`config.mk`:
```
export PLATFORM = sky130hd
export DESIGN_NAME = bus_arbiter
export DESIGN_NICKNAME = d
export VERILOG_FILES = /design/src/rtl/bus_pkg.sv /design/src/rtl/bus_idle_watchdog.sv /design/src/rtl/bus_arbiter.sv
export SDC_FILE = /design/constraint.sdc
export NUM_CORES = 1
export LEC_CHECK = 0
export ABC_CLOCK_PERIOD_IN_PS = 4940
export BUFFER_PORTS_ARGS = -buffer_cell sky130_fd_sc_hd__buf_4
export CORE_MARGIN = 3
export CORE_UTILIZATION = 35
export DETAILED_ROUTE_END_ITERATION = 16
export HOLD_SLACK_MARGIN = 0.15
export PLACE_DENSITY = 0.55
export SYNTH_ARGS = -nofsm -noshare
export SYNTH_HDL_FRONTEND = slang
export SYNTH_SLANG_ARGS = --single-unit
```
`constraint.sdc`:
```
create_clock -name clk -period 4.94 [get_ports clk]
set_clock_uncertainty 0.15 [all_clocks]
set_input_delay 1.482 -clock clk [delete_from_list [all_inputs] [get_ports clk]]
set_output_delay 1.482 -clock clk [all_outputs]
set_load 0.03 [all_outputs]
```
`src/rtl/bus_pkg.sv`:
```
// -----------------------------------------------------------------------------
// bus_pkg
// Shared definitions for the serial system bus arbiter and the master-side mux.
//   GRANT_NONE / GRANT_M1 / GRANT_M2 : bus_grant encodings (mux compares these)
//   bus_state_e                      : arbiter FSM states
//   owner_e                          : round-robin "last owner" pointer values
//   grant_of()                       : bus_grant encoding for a given state
// -----------------------------------------------------------------------------
package bus_pkg;

  localparam logic [1:0] GRANT_NONE = 2'b00;
  localparam logic [1:0] GRANT_M1   = 2'b01;
  localparam logic [1:0] GRANT_M2   = 2'b10;

  // State codes match the grant encodings so decode is trivial.
  typedef enum logic [1:0] {
    IDLE = 2'b00,
    GNT1 = 2'b01,
    GNT2 = 2'b10
  } bus_state_e;

  typedef enum logic {
    OWNER_M1 = 1'b0,
    OWNER_M2 = 1'b1
  } owner_e;

  // Grant encoding driven while in a given state; unknown codes grant nobody.
  function automatic logic [1:0] grant_of(input bus_state_e state);
    logic [1:0] grant;
    case (state)
      GNT1:    grant = GRANT_M1;
      GNT2:    grant = GRANT_M2;
      IDLE:    grant = GRANT_NONE;
      default: grant = GRANT_NONE;
    endcase
    return grant;
  endfunction

endpackage

```
`src/rtl/bus_idle_watchdog.sv`:
```
// -----------------------------------------------------------------------------
// bus_idle_watchdog
// Saturating idle counter for the granted master. Counts enabled cycles,
// restarts on clear, and flags when the count has reached TIMEOUT-1 so the
// next idle edge is the TIMEOUT-th one.
//   clk     in  1  bus clock
//   rstn    in  1  synchronous active-low reset
//   clear   in  1  restart the count at zero (wins over enable)
//   enable  in  1  count one more idle cycle
//   expired out 1  registered: count has reached TIMEOUT-1
// -----------------------------------------------------------------------------
module bus_idle_watchdog #(
  parameter int unsigned TIMEOUT = 16,
  parameter int unsigned CNT_W   = 8
) (
  input  logic clk,
  input  logic rstn,
  input  logic clear,
  input  logic enable,
  output logic expired
);

  localparam logic [CNT_W-1:0] LAST_IDLE = CNT_W'(TIMEOUT - 1);
  localparam logic [CNT_W-1:0] CNT_ONE   = CNT_W'(1);
  localparam logic [CNT_W-1:0] CNT_MAX   = {CNT_W{1'b1}};

  logic [CNT_W-1:0] idle_cnt_r;
  logic [CNT_W-1:0] idle_cnt_inc_s;
  logic             expired_r;

  // Next count value when another idle cycle is counted.
  always_comb begin
    idle_cnt_inc_s = idle_cnt_r + CNT_ONE;
  end

  // Counter and expiry flag; the counter sticks at its maximum instead of wrapping.
  always_ff @(posedge clk) begin
    if (!rstn) begin
      idle_cnt_r <= {CNT_W{1'b0}};
      expired_r  <= 1'b0;
    end else if (clear) begin
      idle_cnt_r <= {CNT_W{1'b0}};
      expired_r  <= 1'b0;
    end else if (enable) begin
      if (idle_cnt_r != CNT_MAX) begin
        idle_cnt_r <= idle_cnt_inc_s;
        expired_r  <= (idle_cnt_inc_s >= LAST_IDLE);
      end else begin
        idle_cnt_r <= idle_cnt_r;
        expired_r  <= expired_r;
      end
    end else begin
      idle_cnt_r <= idle_cnt_r;
      expired_r  <= expired_r;
    end
  end

  assign expired = expired_r;

endmodule

```
`src/rtl/bus_arbiter.sv`:
```
// -----------------------------------------------------------------------------
// bus_arbiter
// Two-master round-robin arbiter for the serial system bus. A grant is held
// for the whole transaction (no preemption), every release passes through at
// least one IDLE cycle, and an idle watchdog revokes a grant whose owner
// keeps master_valid low for TIMEOUT consecutive granted edges.
//   clk             in  1  bus clock
//   rstn            in  1  synchronous active-low reset
//   m1_request      in  1  master 1 bus request (held for the transaction)
//   m2_request      in  1  master 2 bus request
//   m1_master_valid in  1  master 1 activity, feeds the watchdog
//   m2_master_valid in  1  master 2 activity, feeds the watchdog
//   bus_grant       out 2  00 none, 01 master 1, 10 master 2 (never 11)
//   m1_grant        out 1  bus_grant[0]
//   m2_grant        out 1  bus_grant[1]
//   bus_busy        out 1  bus_grant != 00
//   timeout         out 1  one-cycle pulse in the IDLE cycle after a revoke
// -----------------------------------------------------------------------------
module bus_arbiter
  import bus_pkg::*;
#(
  parameter int unsigned TIMEOUT = 16,
  parameter int unsigned CNT_W   = 8
) (
  input  logic       clk,
  input  logic       rstn,
  input  logic       m1_request,
  input  logic       m2_request,
  input  logic       m1_master_valid,
  input  logic       m2_master_valid,
  output logic [1:0] bus_grant,
  output logic       m1_grant,
  output logic       m2_grant,
  output logic       bus_busy,
  output logic       timeout
);

  bus_state_e state_r;
  owner_e     last_r;
  logic [1:0] grant_r;
  logic       busy_r;
  logic       timeout_r;

  logic owner_req_s;
  logic owner_valid_s;
  logic wd_clear_s;
  logic wd_enable_s;
  logic wd_expired_s;

  // Route the current owner's request/valid; the other master is ignored.
  always_comb begin
    owner_req_s   = 1'b0;
    owner_valid_s = 1'b0;
    case (state_r)
      GNT1: begin
        owner_req_s   = m1_request;
        owner_valid_s = m1_master_valid;
      end
      GNT2: begin
        owner_req_s   = m2_request;
        owner_valid_s = m2_master_valid;
      end
      IDLE: begin
        owner_req_s   = 1'b0;
        owner_valid_s = 1'b0;
      end
      default: begin
        owner_req_s   = 1'b0;
        owner_valid_s = 1'b0;
      end
    endcase
  end

  // Count only while the grant is kept with an idle owner; every other case
  // (IDLE, activity, release, revoke) restarts the counter at zero, which
  // also covers the clear on grant entry since entry is always from IDLE.
  always_comb begin
    wd_enable_s = 1'b0;
    wd_clear_s  = 1'b1;
    if ((state_r != IDLE) && owner_req_s && !owner_valid_s && !wd_expired_s) begin
      wd_enable_s = 1'b1;
      wd_clear_s  = 1'b0;
    end else begin
      wd_enable_s = 1'b0;
      wd_clear_s  = 1'b1;
    end
  end

  bus_idle_watchdog #(
    .TIMEOUT (TIMEOUT),
    .CNT_W   (CNT_W)
  ) u_idle_watchdog (
    .clk     (clk),
    .rstn    (rstn),
    .clear   (wd_clear_s),
    .enable  (wd_enable_s),
    .expired (wd_expired_s)
  );

  // Arbitration FSM with round-robin pointer and registered outputs.
  always_ff @(posedge clk) begin
    if (!rstn) begin
      state_r   <= IDLE;
      last_r    <= OWNER_M2;
      grant_r   <= GRANT_NONE;
      busy_r    <= 1'b0;
      timeout_r <= 1'b0;
    end else begin
      timeout_r <= 1'b0;
      case (state_r)
        IDLE: begin
          // m1 wins if alone, or on contention when m2 owned the bus last.
          if (m1_request && (!m2_request || (last_r == OWNER_M2))) begin
            state_r <= GNT1;
            last_r  <= OWNER_M1;
            grant_r <= grant_of(GNT1);
            busy_r  <= 1'b1;
          end else if (m2_request) begin
            state_r <= GNT2;
            last_r  <= OWNER_M2;
            grant_r <= grant_of(GNT2);
            busy_r  <= 1'b1;
          end else begin
            state_r <= IDLE;
            last_r  <= last_r;
            grant_r <= GRANT_NONE;
            busy_r  <= 1'b0;
          end
        end
        GNT1, GNT2: begin
          // Release takes priority over a revoke on the same edge.
          if (!owner_req_s) begin
            state_r <= IDLE;
            grant_r <= GRANT_NONE;
            busy_r  <= 1'b0;
          end else if (wd_expired_s && !owner_valid_s) begin
            state_r   <= IDLE;
            grant_r   <= GRANT_NONE;
            busy_r    <= 1'b0;
            timeout_r <= 1'b1;
          end else begin
            state_r <= state_r;
            grant_r <= grant_of(state_r);
            busy_r  <= 1'b1;
          end
          last_r <= last_r;
        end
        default: begin
          state_r <= IDLE;
          last_r  <= last_r;
          grant_r <= GRANT_NONE;
          busy_r  <= 1'b0;
        end
      endcase
    end
  end

  assign bus_grant = grant_r;
  assign m1_grant  = grant_r[0];
  assign m2_grant  = grant_r[1];
  assign bus_busy  = busy_r;
  assign timeout   = timeout_r;

endmodule

```
## Word-level counts from Yosys, hierarchy flattened

Cells that the tools add are included.

| word-level totals | value |
|---|---|
| memories | 0 |
| bits in latches | 0 |
| RAM bits | 0 |
| logic and storage cells | 50 |
| ROM bits | 0 |
| bits in registers | 16 |
| input bits | 6 |
| output and inout bits | 6 |

| operators by class | value |
|---|---|
| multiplexer cells | 20 |
| div/mod/pow operators | 0 |
| magnitude comparators | 1 |
| add/subtract/negate cells | 1 |
| shift-type cells | 0 |
| reduce and logical (&&, ||, !) cells | 17 |
| multiply operators | 0 |
| bitwise operators | 0 |
| equality and inequality tests | 4 |

Operators by type and width:

| operator | number |
|---|---|
| $mux 2 | 6 |
| $pmux 2 s2 | 3 |
| $add 8x1->8 const B | 1 |
| $ge 8x4->1 const B | 1 |
| $mux 1 | 8 |
| $ne 8x8->1 const B | 1 |
| $pmux 1 s2 | 3 |
| $reduce_and 2->1 | 3 |
| $logic_and 1x1->1 | 5 |
| $reduce_bool 2->1 | 2 |
| $logic_not 1->1 | 3 |
| $ne 3x3->1 const B | 1 |
| $reduce_and 3->1 | 1 |
| $eq 2x1->1 const B | 1 |
| $eq 2x2->1 const B | 1 |
| $logic_not 2->1 | 1 |
| $reduce_or 2->1 | 1 |
| $logic_or 1x1->1 | 1 |

## Depth between registers and ports, before layout

Gate-level depths: netlist (run 1).

| logic depth | value |
|---|---|
| depth after elaboration | 7 |
| mapped depth | 6 |
| mapped depth without buffers | 6 |

## By module

A second synthesis (run 1) with hierarchy kept.

| second synthesis, totals | value |
|---|---|
| cell total of the unflattened synthesis | 106 |
| area, all modules | 987.2 um2 |

Modules (own cells, without submodules):

| module | instances | seq. area each (um2) | area each (um2) | cells each |
|---|---|---|---|---|
| bus_idle_watchdog | 1 | 180.2 | 549.3 | 59 |
| bus_arbiter | 1 | 140.1 | 437.9 | 47 |

## Least setup slack after synthesis (run 1)

No wires, ideal clock.

| timing path | value |
|---|---|
| path kind | input-to-reg |
| start point | input m1_master_valid |
| end point | register u_idle_watchdog.idle_cnt_r[1] |
| setup slack | 2311 ps |
| data arrival time | 2419 ps |
| cell stages on the path | 4 |
| buffers on the path | 0 |
| library setup time | 60 ps |
| data required time | 4730 ps |
| cell sequence | a22oi_4 nor3b_4 nor4b_4 o2111a_1 |

| on the way | value |
|---|---|
| longest elaborated chain between the ends | 6 |
| elaborated cells between the ends (all ways) | 7 |
| those cells by class | 2 x mux; 5 x reduce/logical |

Ends and longest elaborated chain:

| element | RTL line | source |
|---|---|---|
| start: declaration | bus_arbiter.sv:29 | `input logic m1_master_valid,` |
| $pmux 1 s2 * | bus_arbiter.sv:54 | `case (state_r)` |
| $logic_not 1->1 * | bus_arbiter.sv:80 | `if ((state_r != IDLE) && owner_req_s && !owner_valid_s && !wd_expired_s) begin` |
| $logic_and 1x1->1 * (2 in a row) | bus_arbiter.sv:80 |  |
| $mux 1 | bus_arbiter.sv:80 |  |
| $reduce_and 2->1 (no source line) | n/a |  |
| end signal: assignment | bus_idle_watchdog.sv:46 | `idle_cnt_r <= idle_cnt_inc_s;` |
| end signal: assignment | bus_idle_watchdog.sv:49 | `idle_cnt_r <= idle_cnt_r;` |
| end signal: assignment | bus_idle_watchdog.sv:53 | `idle_cnt_r <= idle_cnt_r;` |
| end: declaration | bus_idle_watchdog.sv:27 | `logic [CNT_W-1:0] idle_cnt_r;` |

Every way passes the cells marked *; elsewhere a longest branch is shown, timed or not.
A chain may end at the register's enable or synchronous reset.

## Worst setup path after layout (run 1)

Same ends and word-level chain as after synthesis.

==> results of run 1 <==
==> state kept, by name (all words and copies together), names as in the netlist <==
name / flops
bus_busy: 1
u_idle_watchdog.expired: 1
last_r: 1
state_r: 2
timeout: 1
u_idle_watchdog.idle_cnt_r: 8
bus_grant: 2
==> through the flow <==
stage / setup slack [ps] / cell area (sq um) / hold slack [ps] / power, mW
floorplan: 2310 / 886 / 337 / 0.170
global placement: 2090 / 983 / 354 / 0.182
detailed placement: 2060 / 983 / 355 / 0.181
CTS: 2350 / 1010 / 379 / 0.248
global route: 2270 / 1010 / 400 / 0.260
finish: 2340 / 1010 / 376 / 0.245
==> final cells by class <==
type / instances / area (sq um) / area share, %
multi-input combinational: 67 / 515 / 51.2
sequential: 16 / 320 / 31.8
timing repair buffer: 11 / 82.6 / 8.21
tap: 28 / 35.0 / 3.48
inverter: 8 / 30.0 / 2.99
clock buffer: 3 / 22.5 / 2.24
==> cells by family after synthesis <==
kind of cell / after synthesis / share of synthesized area, %
XOR/XNOR: 5 / 4.94
adder cells (fa/ha/maj): 6 / 8.47
multiplexers: 2 / 2.26
AND/OR/NAND/NOR: 27 / 20.2
AO/OA/AOI/OAI: 27 / 22.3
flip-flops: 16 / 36.2
buffers and inverters: 11 / 5.65
==> final timing paths <==
kind,slack [ps],startpoint,cells after the start,endpoint
min,380,u_idle_watchdog.expired,1,timeout
min reg2reg,380,u_idle_watchdog.expired,1,timeout
max reg2reg,2960,state_r[1],6,u_idle_watchdog.idle_cnt_r[1]
max,2340,m1_master_valid,5,u_idle_watchdog.idle_cnt_r[1]
==> metal layers <==
layer  GRT usage [%]  up-vias  routed length (microns)  part of all wire, %
li1                -      364                        -                    -
met1            15.3      304                      842                   53
met2            16.5       10                      684                   43
met3            2.30        2                       56                  3.5
met4            6.10        0                       17                  1.1
met5               0        -                        0                    0
==> where the power goes <==
group | internal [mW] | switching [mW] | leakage [nW]
combinational | 0.0171 | 0.0246 | 0.307
sequential | 0.133 | 0.00330 | 0.130
clock | 0.0282 | 0.0389 | 0.0138
total | 0.179 | 0.0668 | 0.451
==> layout by cell type, fill, tap and decap left out, types with 2 or more instances in the layout <==
cell	synthesis	routed
sky130_fd_sc_hd__mux2i_1	2	2
sky130_fd_sc_hd__xor2_1	2	2
sky130_fd_sc_hd__nand4_1	2	2
sky130_fd_sc_hd__ha_1	6	6
sky130_fd_sc_hd__xnor2_1	3	3
sky130_fd_sc_hd__nand3_1	2	2
sky130_fd_sc_hd__a21oi_1	12	12
sky130_fd_sc_hd__o211a_1	2	2
sky130_fd_sc_hd__nand2_1	5	5
sky130_fd_sc_hd__inv_1	8	8
sky130_fd_sc_hd__o21ai_0	3	3
sky130_fd_sc_hd__buf_4	2	11
sky130_fd_sc_hd__a21boi_0	2	2
sky130_fd_sc_hd__dfxtp_1	16	16
sky130_fd_sc_hd__nor2_1	6	6
sky130_fd_sc_hd__clkbuf_4	0	3
==> Yosys cell counts, types with 2 or more instances <==
library cell / instances
sky130_fd_sc_hd__dfxtp_1: 16
sky130_fd_sc_hd__a21oi_1: 12
sky130_fd_sc_hd__inv_1: 8
sky130_fd_sc_hd__ha_1: 6
sky130_fd_sc_hd__nor2_1: 6
sky130_fd_sc_hd__nand2_1: 5
sky130_fd_sc_hd__o21ai_0: 3
sky130_fd_sc_hd__xnor2_1: 3
sky130_fd_sc_hd__a21boi_0: 2
sky130_fd_sc_hd__buf_4: 2
sky130_fd_sc_hd__mux2i_1: 2
sky130_fd_sc_hd__nand3_1: 2
sky130_fd_sc_hd__nand4_1: 2
sky130_fd_sc_hd__o211a_1: 2
sky130_fd_sc_hd__xor2_1: 2
==> run_results.csv, run 1 <==
group,metric,value,unit
grt,largest_net_degree_at_the_start_of_global_routing,9,
sta,finalCriticalPeriod,2600,ps
finish,diodes,0,
logic_synthesis,yosys_synthesis_warning_count,0,
clock_network,cts_root_buffer,"sky130_fd_sc_hd__clkbuf_4",
pwr,ir_worst_vdd,0.119,mV
sta,report.final.hold_viol_count,0,
setup_path,critPathKind,"input pin to flip-flop",
setup_path,endpoint_kind,"flip-flop",
floorplan,die_height,56.3,microns
route,drt-vias-per-instance,5.11,
route,routed_wl,1600,microns
logic_synthesis,synth_top_cell_by_area,"sky130_fd_sc_hd__dfxtp_1",
finish,layoutNonFillerInstCount,133,
logic_synthesis,ys.flop_type,"sky130_fd_sc_hd__dfxtp_1",
clock_network,numCtsBuffers,3,
finish,utilization,43.8,%
clock_network,numClockSinks,16,
route,firstDrtPassIters,4,
route,num_vias,680,
logic_synthesis,syn_area_per_cell,9.42,sq um
logic_synthesis,synth_cell_types,36,
logic_synthesis,synth_top_area_share,36.2,%
floorplan,start_util,38.6,%
placed_design,finalWeightedCongestion,0.763,
setup_path,timing.critical_path.arrival,2670,ps
finish,area_growth_syn_to_layout,13.6,%
finish,fin_nets,119,
route,detail_route.wl_per_cell,12.0,microns
setup_path,crit_slowest_cell,"sky130_fd_sc_hd__nor4b_4",
floorplan,fp.dieArea,3170,sq um
sta,final_max_slew_viol_count,0,
clock_network,cts_max_path_buffers,2,
run,cap_violations,0,
route,drt_drc_violations_left,0,
logic_synthesis,synth.net_count,106,
route,detail-route-antenna-nets,0,
setup_path,required_time_of_the_worst_setup_path,5020,ps
logic_synthesis,synthesis.area,886,sq um
sta,grt_setup_unrepaired,"no",
grt,grt_pass1_vias,644,
floorplan,std_cell_rows,17,
route,drt-initial-drc-count,7,
placed_design,place.port_buffers,11,
placed_design,place.detailed.hpwl,1240,microns
clock_network,htree_levels,1,
pwr,cellLeakagePower,0.451,nW
setup_path,crit_fanout,7,
setup_path,critical_path.startpoint_type,"input pin",
logic_synthesis,ys_ff_latch,16,
logic_synthesis,async_reset_ff_share,0,%
sta,slew-limit-headroom,65.2,%
floorplan,coreArea,2300,sq um
hold_path,min_path_type,"flip-flop to flip-flop",
floorplan,ios,12,
sta,setup-violations-final,0,
sta,final.period_utilization,52.6,%
clock_network,tritoncts,"done",
grt,globalRouteTotalUtil,11.3,%
logic_synthesis,synth-edff-count,0,
sta,worst_pin_slew,522,ps
clock_network,clk_pin_slew,90,ps
logic_synthesis,yosys-top-cells-area,"sky130_fd_sc_hd__dfxtp_1, sky130_fd_sc_hd__ha_1, sky130_fd_sc_hd__a21oi_1",
setup_path,crit_chain,"buf_4 > a22oi_4 > nor3b_4 > nor4b_4 > o2111a_1",
placed_design,dpl.cell_count,130,
pwr,cellPowerDensity,244,nW/um^2
clock_network,clock_latency,280,ps
setup_path,cp_top_family,"simple AND/OR/NAND/NOR gates",
finish,share_of_layout_cells_above_drive_strength_1,19.0,%
clock_network,ctsResizeCount,0,
finish,num-fill-cells,219,
setup_path,worstPathBufferInverterCount,1,
logic_synthesis,synth_cells,94,
sta,fmaxAchievable,385,MHz
setup_path,critical_path.max_stage_delay,420,ps
clock_network,cts_setup_buffers,0,
grt,grt_antenna_before_repair,0,
grt,grt_first_pass_wirelength,2830,microns
floorplan,dieWidth,56.3,microns
clock_network,cts_hold_repair_buffers,0,
sta,setup-tns-final,0,ps
grt,grt-ovfl-total,0,
outcome,run_status,"finished clean",
logic_synthesis,synth_seq_area_share,36.2,%
(Power assumes the default switching activity.)
==> run 2: changes to the inputs <==
ABC_CLOCK_PERIOD_IN_PS = 2100   (was 4940)
PLACE_DENSITY = 0.57   (was 0.55)
clock period = 2.1 ns   (was 4.94 ns; I/O delays follow)
==> run 2 against run 1 <==
  * Utilization up 1.9 points
  * Critical path depth rose by 2
  * Cell area up 4.4%
  * Flip-flop and latch count is the same
  * Sequential power rose by 140%
  * Via count up 3.7%
  * First-iteration DRC count rose to 3.3 times the previous value
  * Sequential share of layout area fell by 1.3 points
  * Non-clock buffer count increased by 4
  * Clock power rose to 3.0 times the previous value
  * Hold slack better by 6.7 ps
  * Critical endpoint unchanged
  * Largest cell class unchanged
==> run_results.csv, run 2 (synthesized netlist as in run 1, its figures left out) <==
group,metric,value,unit
clock_network,cts_root_buffer,"sky130_fd_sc_hd__clkbuf_4",
hold_path,min_path_type,"flip-flop to flip-flop",
grt,grt_antenna_before_repair,0,
route,detail_route.wl_per_cell,13.1,microns
setup_path,crit_chain,"inv_1 > ha_1 > a22oi_4 > nor3b_4 > nor4b_4 > buf_4 > o2111a_1",
grt,grt-ovfl-total,0,
clock_network,clk_pin_slew,90,ps
grt,globalRouteTotalUtil,12.2,%
finish,largest_register_ff_count,8,
setup_path,critPathKind,"flip-flop to flip-flop",
route,num_vias,705,
floorplan,coreArea,2300,sq um
grt,grt_pass1_vias,644,
sta,finalCriticalPeriod,1930,ps
run,cap_violations,0,
sta,worst_pin_slew,508,ps
sta,grt_setup_unrepaired,"no",
outcome,run_status,"finished clean",
setup_path,endpoint_kind,"flip-flop",
grt,grt_first_pass_wirelength,3040,microns
pwr,cellLeakagePower,0.478,nW
finish,seqCellArea,320,sq um
setup_path,critical_path.startpoint_type,"flip-flop",
setup_path,reg2reg_setup_slack,170,ps
hold_path,worstHoldPathCells,2,
sta,final_max_slew_viol_count,0,
sta,final.period_utilization,91.7,%
floorplan,dieWidth,56.3,microns
setup_path,rr_endpoint,"u_idle_watchdog.idle_cnt_r[1]",
clock_network,clock_latency,280,ps
clock_network,numClockSinks,16,
hold_path,min_from,"last_r",
setup_path,critical_path.startpoint,"state_r[1]",
finish,final_cell_mix,"sky130_fd_sc_hd__dfxtp_1, sky130_fd_sc_hd__buf_4, sky130_fd_sc_hd__a21oi_1",
sta,hold_ws,383,ps
floorplan,std_cell_rows,17,
finish,area_used_by_multi_input_combinational_logic,515,sq um
setup_path,regToRegStartpoint,"state_r[1]",
setup_path,critical_path.max_stage_delay,390,ps
finish,area_growth_syn_to_layout,18.5,%
sta,fmaxAchievable,519,MHz
setup_path,timing.critical_path.arrival,2010,ps
placed_design,postPlaceCellArea,998,sq um
floorplan,ios,12,
route,routed_wl,1800,microns
finish,final_common_cell,"sky130_fd_sc_hd__dfxtp_1",
route,firstDrtPassIters,4,
clock_network,htree_levels,1,
sta,report.final.hold_viol_count,0,
grt,largest_net_degree_at_the_start_of_global_routing,10,
finish,max_flop_register,"u_idle_watchdog.idle_cnt_r",
pwr,cellPowerDensity,595,nW/um^2
floorplan,fp.dieArea,3170,sq um
setup_path,required_time_of_the_worst_setup_path,2180,ps
hold_path,holdPathEnd,"last_r",
sta,setup-violations-final,0,
pwr,ir_worst_vdd,0.519,mV
floorplan,start_util,38.6,%
sta,slew-limit-headroom,66.1,%
route,drt_drc_violations_left,0,
finish,utilization,45.7,%
placed_design,place.port_buffers,11,
finish,fin_nets,123,
route,detail-route-antenna-nets,0,
clock_network,numCtsBuffers,3,
finish,final_cell_area,1050,sq um
sta,setup-tns-final,0,ps
setup_path,crit_fanout,4,
finish,num-fill-cells,235,
placed_design,place.detailed.hpwl,1370,microns
finish,diodes,0,
clock_network,tritoncts,"done",
route,drt-initial-drc-count,23,
placed_design,finalWeightedCongestion,0.783,
floorplan,die_height,56.3,microns
clock_network,cts_max_path_buffers,2,
finish,share_of_layout_cells_above_drive_strength_1,22.7,%
clock_network,ctsResizeCount,0,
route,drt-vias-per-instance,5.11,
setup_path,worst_case_reg_to_reg_path_depth,7,
setup_path,crit_slowest_cell,"sky130_fd_sc_hd__dfxtp_1",
## run 2: cell count changes in the layout (fill, tap and decap cells not counted), sizes merged
cell,change
buf,+4
clkbuf,+1
## run 2: final cells by class
type                    instances  share of cell area [%]
multi-input cells              67                    49.1
flip-flops and latches         16                    30.5
repair buffers                 15                    10.7
clock buffers                   4                    3.46
well taps                      28                    3.34
inverters                       8                    2.86
## run 2: through the flow
stage	setup WS [ps]	std cells	power, mW
floorplan	322	94	0.399
global placement	104	132	0.426
detailed placement	82.1	132	0.429
CTS	83.4	136	0.633
global route	34.1	138	0.656
finish	174	138	0.624
## run 2: where the power goes
part | internal, mW | total, mW | switching (mW)
combinational | 0.0410 | 0.100 | 0.0593
sequential | 0.314 | 0.322 | 0.00810
clock | 0.105 | 0.202 | 0.0967
## run 2: what timing repair did
item,in CTS,in global routing
setup buffers,0,2
hold buffers,0,0
endpoints found under the setup margin,0,7
## run 2: worst max path at each step
stage | to
floorplan | u_idle_watchdog.idle_cnt_r[1]
detailed placement | u_idle_watchdog.idle_cnt_r[1]
global route | u_idle_watchdog.idle_cnt_r[1]
finish | u_idle_watchdog.idle_cnt_r[1]
CTS | u_idle_watchdog.idle_cnt_r[1]
global placement | u_idle_watchdog.idle_cnt_r[1]
## run 2: routing by layer
metal  vias to the layer above  part of all wire, %  track usage [%]
met1                       322                   49             16.6
met2                        12                   47             18.7
met5                         -                    0                0
met3                         2                  3.7             4.37
li1                        369                    -                -
met4                         0                 0.67             2.03
## run 2: critical path, delay by kind of cell, from the launching register on
| family | cells | cell delay (ps) |
|---|---|---|
| simple gates | 2 | 480 |
| flops | 1 | 390 |
| fa+ha+maj | 1 | 240 |
| buf+inv | 2 | 230 |
| compound gates | 2 | 370 |
==> run 3: changes to the inputs <==
CTS_BUF_LIST = sky130_fd_sc_hd__clkbuf_8 sky130_fd_sc_hd__clkbuf_16   (was default)
==> run 3 against run 2 <==
  * Power grew 11%
  * Global-route usage down 0.29 points
  * Setup slack better by 12 ps
  * Highest routed layer unchanged
==> run_results.csv, run 3 (synthesized netlist as in run 1, its figures left out) <==
group,metric,value,unit
hold_path,min_path_type,"flip-flop to flip-flop",
setup_path,critical_path.startpoint_type,"flip-flop",
route,drt-vias-per-instance,5.16,
sta,report.final.hold_viol_count,0,
finish,num-fill-cells,230,
sta,fmaxAchievable,522,MHz
finish,final_common_cell,"sky130_fd_sc_hd__dfxtp_1",
finish,layoutNonFillerInstCount,137,
finish,largest_register_ff_count,8,
placed_design,post-place-ws,82.1,ps
clock_network,ctsResizeCount,0,
placed_design,place.port_buffers,11,
sta,final_max_slew_viol_count,0,
setup_path,critical_path.startpoint,"state_r[1]",
pwr,cellPowerDensity,653,nW/um^2
setup_path,worst_case_reg_to_reg_path_depth,7,
setup_path,crit_slowest_cell,"sky130_fd_sc_hd__dfxtp_1",
finish,share_of_layout_cells_above_drive_strength_1,22.0,%
floorplan,std_cell_rows,17,
finish,seqCellArea,320,sq um
setup_path,rr_endpoint,"u_idle_watchdog.idle_cnt_r[1]",
setup_path,endpoint_kind,"flip-flop",
clock_network,numCtsBuffers,3,
sta,final.period_utilization,91.1,%
clock_network,cts_root_buffer,"sky130_fd_sc_hd__clkbuf_8",
floorplan,start_util,38.6,%
finish,final_cell_area,1060,sq um
finish,area_growth_syn_to_layout,19.8,%
placed_design,postPlaceCellArea,998,sq um
finish,diodes,0,
sta,setup-violations-final,0,
setup_path,timing.critical_path.arrival,1960,ps
outcome,run_status,"finished clean",
setup_path,crit_chain,"inv_1 > ha_1 > a22oi_4 > nor3b_4 > nor4b_4 > buf_4 > o2111a_1",
sta,finalCriticalPeriod,1910,ps
finish,max_flop_register,"u_idle_watchdog.idle_cnt_r",
grt,grt_pass1_vias,621,
pwr,cellLeakagePower,0.481,nW
finish,final_cell_mix,"sky130_fd_sc_hd__dfxtp_1, sky130_fd_sc_hd__buf_4, sky130_fd_sc_hd__a21oi_1",
sta,worst_pin_slew,493,ps
clock_network,clk_pin_slew,60,ps
setup_path,reg2reg_setup_slack,190,ps
clock_network,cts_max_path_buffers,2,
grt,grt-ovfl-total,0,
sta,worst_slack,186,ps
route,detail_route.wl_per_cell,12.6,microns
route,num_vias,707,
grt,grt_first_pass_wirelength,2950,microns
floorplan,ios,12,
sta,hold_ws,374,ps
grt,grt_antenna_before_repair,0,
sta,slew-limit-headroom,67.1,%
setup_path,critPathCapture,"u_idle_watchdog.idle_cnt_r[1]",
setup_path,worstPathBufferInverterCount,2,
finish,area_used_by_multi_input_combinational_logic,515,sq um
clock_network,htree_levels,1,
route,drt_drc_violations_left,0,
placed_design,dpl.cell_count,132,
setup_path,regToRegStartpoint,"state_r[1]",
floorplan,dieWidth,56.3,microns
setup_path,cp_top_family,"simple AND/OR/NAND/NOR gates",
placed_design,place.detailed.hpwl,1370,microns
setup_path,critical_path_depth,7,
setup_path,critical_path.max_stage_delay,390,ps
setup_path,required_time_of_the_worst_setup_path,2150,ps
sta,setup-tns-final,0,ps
floorplan,die_height,56.3,microns
pwr,ir_worst_vdd,0.597,mV
route,drt-initial-drc-count,12,
grt,globalRouteTotalUtil,11.9,%
sta,grt_setup_unrepaired,"no",
finish,fin_nets,122,
placed_design,finalWeightedCongestion,0.783,
setup_path,crit_fanout,7,
route,detail-route-antenna-nets,0,
clock_network,clock_latency,250,ps
floorplan,coreArea,2300,sq um
run,cap_violations,0,
clock_network,tritoncts,"done",
grt,largest_net_degree_at_the_start_of_global_routing,10,
clock_network,numClockSinks,16,
route,routed_wl,1720,microns
floorplan,fp.dieArea,3170,sq um
clock_network,cts_hold_repair_buffers,0,
route,firstDrtPassIters,4,
setup_path,critPathKind,"flip-flop to flip-flop",
[run 3: worst reg2reg max path, stage by stage (launching register included)]
cell,delay [ps]
sky130_fd_sc_hd__dfxtp_1,390
sky130_fd_sc_hd__inv_1,80
sky130_fd_sc_hd__ha_1,240
sky130_fd_sc_hd__a22oi_4,210
sky130_fd_sc_hd__nor3b_4,240
sky130_fd_sc_hd__nor4b_4,210
sky130_fd_sc_hd__buf_4,180
sky130_fd_sc_hd__o2111a_1,170
[run 3: routing by layer]
layer / share of wire [%] / vias to the layer above / global-route usage, %
li1: - / 369 / -
met1: 51 / 325 / 16.9
met2: 44 / 11 / 17.4
met3: 3.7 / 2 / 4.37
met4: 0.58 / 0 / 2.03
met5: 0 / - / 0
[run 3: what timing repair did]
action                                 4_1_cts  5_1_grt
endpoints found under the hold margin        0        0
setup endpoints to repair                    0        6
buffers inserted                             0        1
[run 3: layout make-up]
type	count	area share [%]
Multi-Input combinational cell	67	48.6
Tap cell	28	3.30
Inverter	8	2.83
Sequential cell	16	30.2
Clock buffer	4	5.19
Timing Repair Buffer	14	9.91
[run 3: per-stage QoR]
step	power (mW)	utilization (%)
finish	0.693	46.2
detailed placement	0.429	43.5
floorplan	0.399	-
CTS	0.703	45.9
global route	0.728	46.2
global placement	0.426	43.5
[run 3: worst min-delay path by stage]
stage                            start      end  slack, ps  depth (start not counted)
2_1_floorplan  u_idle_watchdog.expired  timeout        340                          1
3_5_place_dp   u_idle_watchdog.expired  timeout        360                          1
5_1_grt        u_idle_watchdog.expired  timeout        400                          1
4_1_cts                         last_r   last_r        370                          2
3_3_place_gp                    last_r   last_r        360                          2
6_report                        last_r   last_r        370                          2
[run 3: where the power goes]
part	total [mW]	switching [mW]	leakage (nW)	internal, mW
clock network	0.271	0.105	0.0288	0.166
logic	0.0993	0.0586	0.322	0.0407
registers	0.322	0.00816	0.130	0.314
